[src/rtl/id_ex_stage.sv]
// ---------------------------------------------------------------------------
// id_ex_stage
// ID/EX pipeline register of the 5-stage MIPS core.
//
// This stage captures decoded fields and register-file operands into the
// EX-stage bundle. While capturing, it forwards operands from EX and MEM.
// It also detects load-use hazards and inserts bubbles for them. WB->ID
// bypassing is handled inside the register file, so it is not repeated here.
//
// Ports
//   clk, rst_n                       clock / async active-low reset
//   id_valid, id_pc                  ID instruction present, its PC
//   id_rs, id_rt, id_rd              source / destination register indices
//   id_rdata1, id_rdata2             register file read data (rs / rt)
//   id_imm                           sign-extended immediate
//   id_ctrl                          [0] reg_write [1] mem_read [2] mem_write
//                                    [3] mem_to_reg [4] alu_src [5] reg_dst
//                                    [9:6] alu_op
//   ex_fwd_we/_reg/_data             ALU result of the instruction in EX
//   mem_fwd_we/_reg/_data            final result of the instruction in MEM
//   flush                            kill the ID instruction (taken branch)
//   ex_hold                          downstream stall, freeze this register
//   id_ready                         ID may advance (combinational)
//   ex_valid, ex_pc, ex_a, ex_b,
//   ex_imm, ex_rs, ex_rt, ex_wreg,
//   ex_ctrl                          registered EX-stage bundle
//   bubble_cnt                       saturating count of load-use bubbles
//
// BUBBLE_SAT is the ceiling at which bubble_cnt stops counting. Its default
// is full scale.
// ---------------------------------------------------------------------------
module id_ex_stage #(
  parameter int          DW         = 32,
  parameter int          RW         = 5,
  parameter logic [15:0] BUBBLE_SAT = 16'hFFFF
) (
  input  logic          clk,
  input  logic          rst_n,
  input  logic          id_valid,
  input  logic [DW-1:0] id_pc,
  input  logic [RW-1:0] id_rs,
  input  logic [RW-1:0] id_rt,
  input  logic [RW-1:0] id_rd,
  input  logic [DW-1:0] id_rdata1,
  input  logic [DW-1:0] id_rdata2,
  input  logic [DW-1:0] id_imm,
  input  logic [9:0]    id_ctrl,
  input  logic          ex_fwd_we,
  input  logic [RW-1:0] ex_fwd_reg,
  input  logic [DW-1:0] ex_fwd_data,
  input  logic          mem_fwd_we,
  input  logic [RW-1:0] mem_fwd_reg,
  input  logic [DW-1:0] mem_fwd_data,
  input  logic          flush,
  input  logic          ex_hold,
  output logic          id_ready,
  output logic          ex_valid,
  output logic [DW-1:0] ex_pc,
  output logic [DW-1:0] ex_a,
  output logic [DW-1:0] ex_b,
  output logic [DW-1:0] ex_imm,
  output logic [RW-1:0] ex_rs,
  output logic [RW-1:0] ex_rt,
  output logic [RW-1:0] ex_wreg,
  output logic [9:0]    ex_ctrl,
  output logic [15:0]   bubble_cnt
);

  logic [RW-1:0] wreg;
  logic [DW-1:0] fwd_a;
  logic [DW-1:0] fwd_b;
  logic          luh;
  logic          bubble;

  assign wreg = id_ctrl[5] ? id_rd : id_rt;

  // EX is the younger producer, so it beats MEM. Register 0 is never forwarded.
  always_comb begin
    fwd_a = id_rdata1;
    if (id_rs != '0) begin
      if (ex_fwd_we && ex_fwd_reg == id_rs)        fwd_a = ex_fwd_data;
      else if (mem_fwd_we && mem_fwd_reg == id_rs) fwd_a = mem_fwd_data;
    end
  end

  always_comb begin
    fwd_b = id_rdata2;
    if (id_rt != '0) begin
      if (ex_fwd_we && ex_fwd_reg == id_rt)        fwd_b = ex_fwd_data;
      else if (mem_fwd_we && mem_fwd_reg == id_rt) fwd_b = mem_fwd_data;
    end
  end

  // rt is compared even for instructions that do not read it. This is
  // conservative, but it never misses a real dependency.
  assign luh = id_valid && ex_valid && ex_ctrl[1] && (ex_wreg != '0) &&
               ((ex_wreg == id_rs) || (ex_wreg == id_rt));

  // A flush kills the stalled instruction anyway, so ID may move on.
  assign id_ready = !ex_hold && !(luh && !flush);

  assign bubble = flush || luh || !id_valid;

  always_ff @(posedge clk or negedge rst_n) begin
    if (!rst_n) begin
      ex_valid   <= 1'b0;
      ex_pc      <= '0;
      ex_a       <= '0;
      ex_b       <= '0;
      ex_imm     <= '0;
      ex_rs      <= '0;
      ex_rt      <= '0;
      ex_wreg    <= '0;
      ex_ctrl    <= '0;
      bubble_cnt <= '0;
    end else if (!ex_hold) begin
      if (bubble) begin
        ex_valid <= 1'b0;
        ex_pc    <= '0;
        ex_a     <= '0;
        ex_b     <= '0;
        ex_imm   <= '0;
        ex_rs    <= '0;
        ex_rt    <= '0;
        ex_wreg  <= '0;
        ex_ctrl  <= '0;
        if (luh && !flush && bubble_cnt != BUBBLE_SAT)
          bubble_cnt <= bubble_cnt + 16'd1;
      end else begin
        ex_valid <= 1'b1;
        ex_pc    <= id_pc;
        ex_a     <= fwd_a;
        ex_b     <= fwd_b;
        ex_imm   <= id_imm;
        ex_rs    <= id_rs;
        ex_rt    <= id_rt;
        ex_wreg  <= wreg;
        ex_ctrl  <= id_ctrl;
      end
    end
  end

endmodule

[config.mk]
export PLATFORM = sky130hd
export DESIGN_NAME = id_ex_stage
export DESIGN_NICKNAME = d
export VERILOG_FILES = /design/src/rtl/id_ex_stage.sv
export SDC_FILE = /design/constraint.sdc
export NUM_CORES = 1
export LEC_CHECK = 0
export ABC_CLOCK_PERIOD_IN_PS = 2690
export CAP_MARGIN = 20
export CORE_AREA = 2 2 156 158
export CTS_CLUSTER_SIZE = 8
export DETAILED_ROUTE_END_ITERATION = 16
export DIE_AREA = 0 0 158 160
export MAX_ROUTING_LAYER = met4
export PLACE_DENSITY = 0.76
export SYNTH_ARGS = -nofsm -noshare
export SYNTH_HDL_FRONTEND = slang
export SYNTH_SLANG_ARGS = --single-unit
[constraint.sdc]
create_clock -name clk -period 2.69 [get_ports clk]
set_clock_uncertainty 0.05 [all_clocks]
set_input_delay 0.4035 -clock clk [delete_from_list [all_inputs] [get_ports clk]]
set_output_delay 0.4035 -clock clk [all_outputs]
set_load 0.02 [all_outputs]
==> metrics.cfg <==
[floorplanning]
initial_core_util_pct=34.70
fp.dieArea_mm2=0.02528
dieWidth_um=158
ios=405
coreArea_mm2=0.02382
die_h_um=160
num_rows=57

[critical_path]
worst-setup-path-type=in2out
critical_path_arrival_ns=1.89
worstPathRequired_ns=2.24
r2r-end=bubble_cnt[1]$_DFFE_PN0P_
r2r_slack_ns=0.60
ff2ff_path_depth=6
critPathMaxFanout=5
cp-end-kind=output pin
reg2reg_from=bubble_cnt[2]$_DFFE_PN0P_
start_kind=primary input

[synth]
netlist_instances=831
yosys_warnings=0
async_flop_share_pct=100.0
post-synth-top-count-cell=dfrtp_1
syn_area_mm2=0.008267
seq_area_frac_synth_pct=51.46
synth_edf_count=0
synth_area_leaders=dfrtp_1 51%, a22o_1 9.4%, o21ai_1 5.1%
ys.flop_type=dfrtp_1
synth_seq_cells=170
synth_top_area_share_pct=51.46
syn_area_per_cell_um2=9.948
yosys.area.top_type=dfrtp_1
syn-num-nets=1066
synth_cell_types=40
netlist_top_cells_count=170 x dfrtp_1, 89 x a22o_1, 85 x o21ai_1, 73 x nand2_1, 65 x a21oi_1

[clock_tree]
cts_root_buf=clkbuf_16
clock_sinks=170
post-cts-setup-buffers=0
numCtsBuffers=17
path_clk_slew_ns=0.07
clockBufferDepth=2
worstSkewPairLatency_ns=0.42
htree_levels=4
cts_tree=built

[detailed_routing]
initialDrtViolationCount=551
drcViolationCount=0
dr_wl_met2_um=14960
viasPerCell=5.196
drt-pass1-iter-count=5
wl_met1_um=12600
wire_per_inst_um=19.61
num_vias=8090
highest_layer=met4
drtAntennaViolNets=0
postRouteWirelength_um=30530
met3_length_um=2169

[power_and_ir_drop]
peakVddDrop_mv=0.2771
power.leakage_nw=5.473
p_total_mw=6.595
swShare_pct=29.22
p_int_mw=4.668
clockPowerShare_pct=38.3
cellPowerDensity_mw_per_mm2=489.7
seqPwrFrac_pct=42.1
combPwrFrac_pct=19.6
p_switching_mw=1.927

[placed_design]
dp_hpwl_um=22310
gp_congestion=0.9048
dpl.cell_count=1523
io_buffers=404

[timing]
finalSetupViolCount=0
max_freq_mhz=427.2
whs_ns=0.3881
rsz0062_at_grt=false
min_period_ns=2.341
slew_violations=0
tns_ns=0
worst_pin_slew_ns=0.9154
hold_violations=0
max_slew_margin_pct=38.97
finalCritPeriodShare_pct=87.01

[grt]
grt_pass1_vias=8188
globalRouteOverflowTotal=0
track_usage_pct=24.38
antenna_found_initial=1
grt_max_degree=79
grt_pass1_wl_um=46580

[worst_hold_path]
min_to=ex_rs[4]$_DFFE_PN0N_
hold_class=in2reg
whs_path_depth=2
hold_start=id_rs[4]

[layout]
num-nets-final=1454
drive_gt1_share_pct=6.981
stdcell_count=1557
synthToLayoutAreaGrowth_pct=62.90

[outcome]
outcome=finished clean

[job]
drv_cap=0

==> cells by family after synthesis <==
kind of cell	Yosys count	synth area share, %
adder cells (fa/ha/maj)	1	0.1513
AND/OR/NAND/NOR	244	16.18
XOR/XNOR	45	4.768
flip-flops	170	51.46
AO/OA/AOI/OAI	292	22.19
multiplexers	6	0.8173
buffers and inverters	73	4.435
==> cell type report <==
| type | instances | area, µm² |
|---|---|---|
| inverters | 1 | 3.754 |
| clock inverters | 15 | 190.2 |
| repair buffers | 441 | 4514 |
| flip-flops and latches | 170 | 4254 |
| clock buffers | 17 | 425.4 |
| diodes | 1 | 2.502 |
| multi-input cells | 588 | 3671 |
| fillers | 2078 | 10350 |
| well taps | 324 | 405.4 |
==> layer usage <==
metal / track usage (%) / up-vias
li1: - / 3747
met1: 29.78 / 3931
met2: 40.04 / 359
met3: 4.966 / 53
met4: 8.559 / 0
met5: - / -
==> cells in the final DEF (no fill, tap or decap), types with 2 or more instances in the layout <==
cell type | netlist | layout
xor2_1 | 19 | 19
clkbuf_16 | 0 | 17
nor2_1 | 5 | 4
dlymetal6s2s_1 | 0 | 2
and3_1 | 6 | 4
nand2b_1 | 55 | 55
clkinv_8 | 0 | 6
clkdlybuf4s50_1 | 0 | 399
nand3_1 | 15 | 15
inv_6 | 0 | 3
or2b_1 | 9 | 9
nor3_1 | 2 | 2
or3_1 | 64 | 64
a22o_1 | 89 | 89
mux2_2 | 6 | 6
a21oi_1 | 65 | 65
and3_2 | 0 | 2
o21ai_1 | 85 | 85
and4_1 | 2 | 2
dfrtp_1 | 170 | 170
nand4_1 | 4 | 4
nand2_1 | 73 | 73
o21ai_0 | 43 | 43
or4_1 | 2 | 2
xnor2_1 | 26 | 26
buf_4 | 4 | 22
buf_12 | 0 | 15
inv_8 | 0 | 3
nor4_1 | 3 | 3
a21oi_4 | 0 | 2
==> worst max-delay path: stages <==
cell and delay (ns):
clkdlybuf4s50_1 0.50, buf_4 0.17, xnor2_1 0.13, nand3_1 0.11
o22ai_1 0.22, a31oi_1 0.13, dlymetal6s2s_1 0.23
==> power by group through the flow <==
| stage | Clock [mW] | Combinational, mW | Sequential (mW) |
|---|---|---|---|
| 2_1_floorplan | 0 | 0.299 | 2.98 |
| 3_3_place_gp | 0 | 1.28 | 2.82 |
| 3_5_place_dp | 0 | 1.29 | 2.82 |
| 4_1_cts | 2.60 | 1.30 | 2.78 |
| 5_1_grt | 2.71 | 1.37 | 2.79 |
| 6_report | 2.53 | 1.29 | 2.78 |
==> flip-flops by register name, indices dropped and copies added (netlist names) <==
name	cells
ex_wreg	5
ex_rt	5
ex_valid	1
ex_b	32
ex_rs	5
ex_ctrl	10
ex_imm	32
ex_pc	32
bubble_cnt	16
ex_a	32
==> what timing repair did <==
item,in CTS,in global routing
setup endpoints to repair,1,1
endpoints found under the hold margin,50,0
hold buffers,1,0
gates resized for setup,1,2
==> worst max-delay path by stage <==
stage               cells after the start                        end                      start  slack [ns]
CTS                                     6                   id_ready                   id_rs[4]      0.0007
global placement                        8        ex_a[8]$_DFFE_PN0N_                   id_rs[4]       -0.13
floorplan                               6  bubble_cnt[1]$_DFFE_PN0P_  bubble_cnt[2]$_DFFE_PN0P_        0.63
global route                            8        ex_a[8]$_DFFE_PN0N_                   id_rs[3]        0.19
detailed placement                      8        ex_a[8]$_DFFE_PN0N_                   id_rs[4]       -0.15
finish                                  7                   id_ready                   id_rt[0]        0.35
==> stage by stage <==
stage | utilization, % | area (µm²) | setup WS [ns]
global route | 56.53 | 13470 | 0.1895
CTS | 56.50 | 13460 | 0.0006923
global placement | 53.88 | 12830 | -0.1252
floorplan | - | 8267 | 0.6339
finish | 56.53 | 13470 | 0.3494
detailed placement | 53.88 | 12830 | -0.1488
Note: power is estimated with default switching activity, not from simulation.
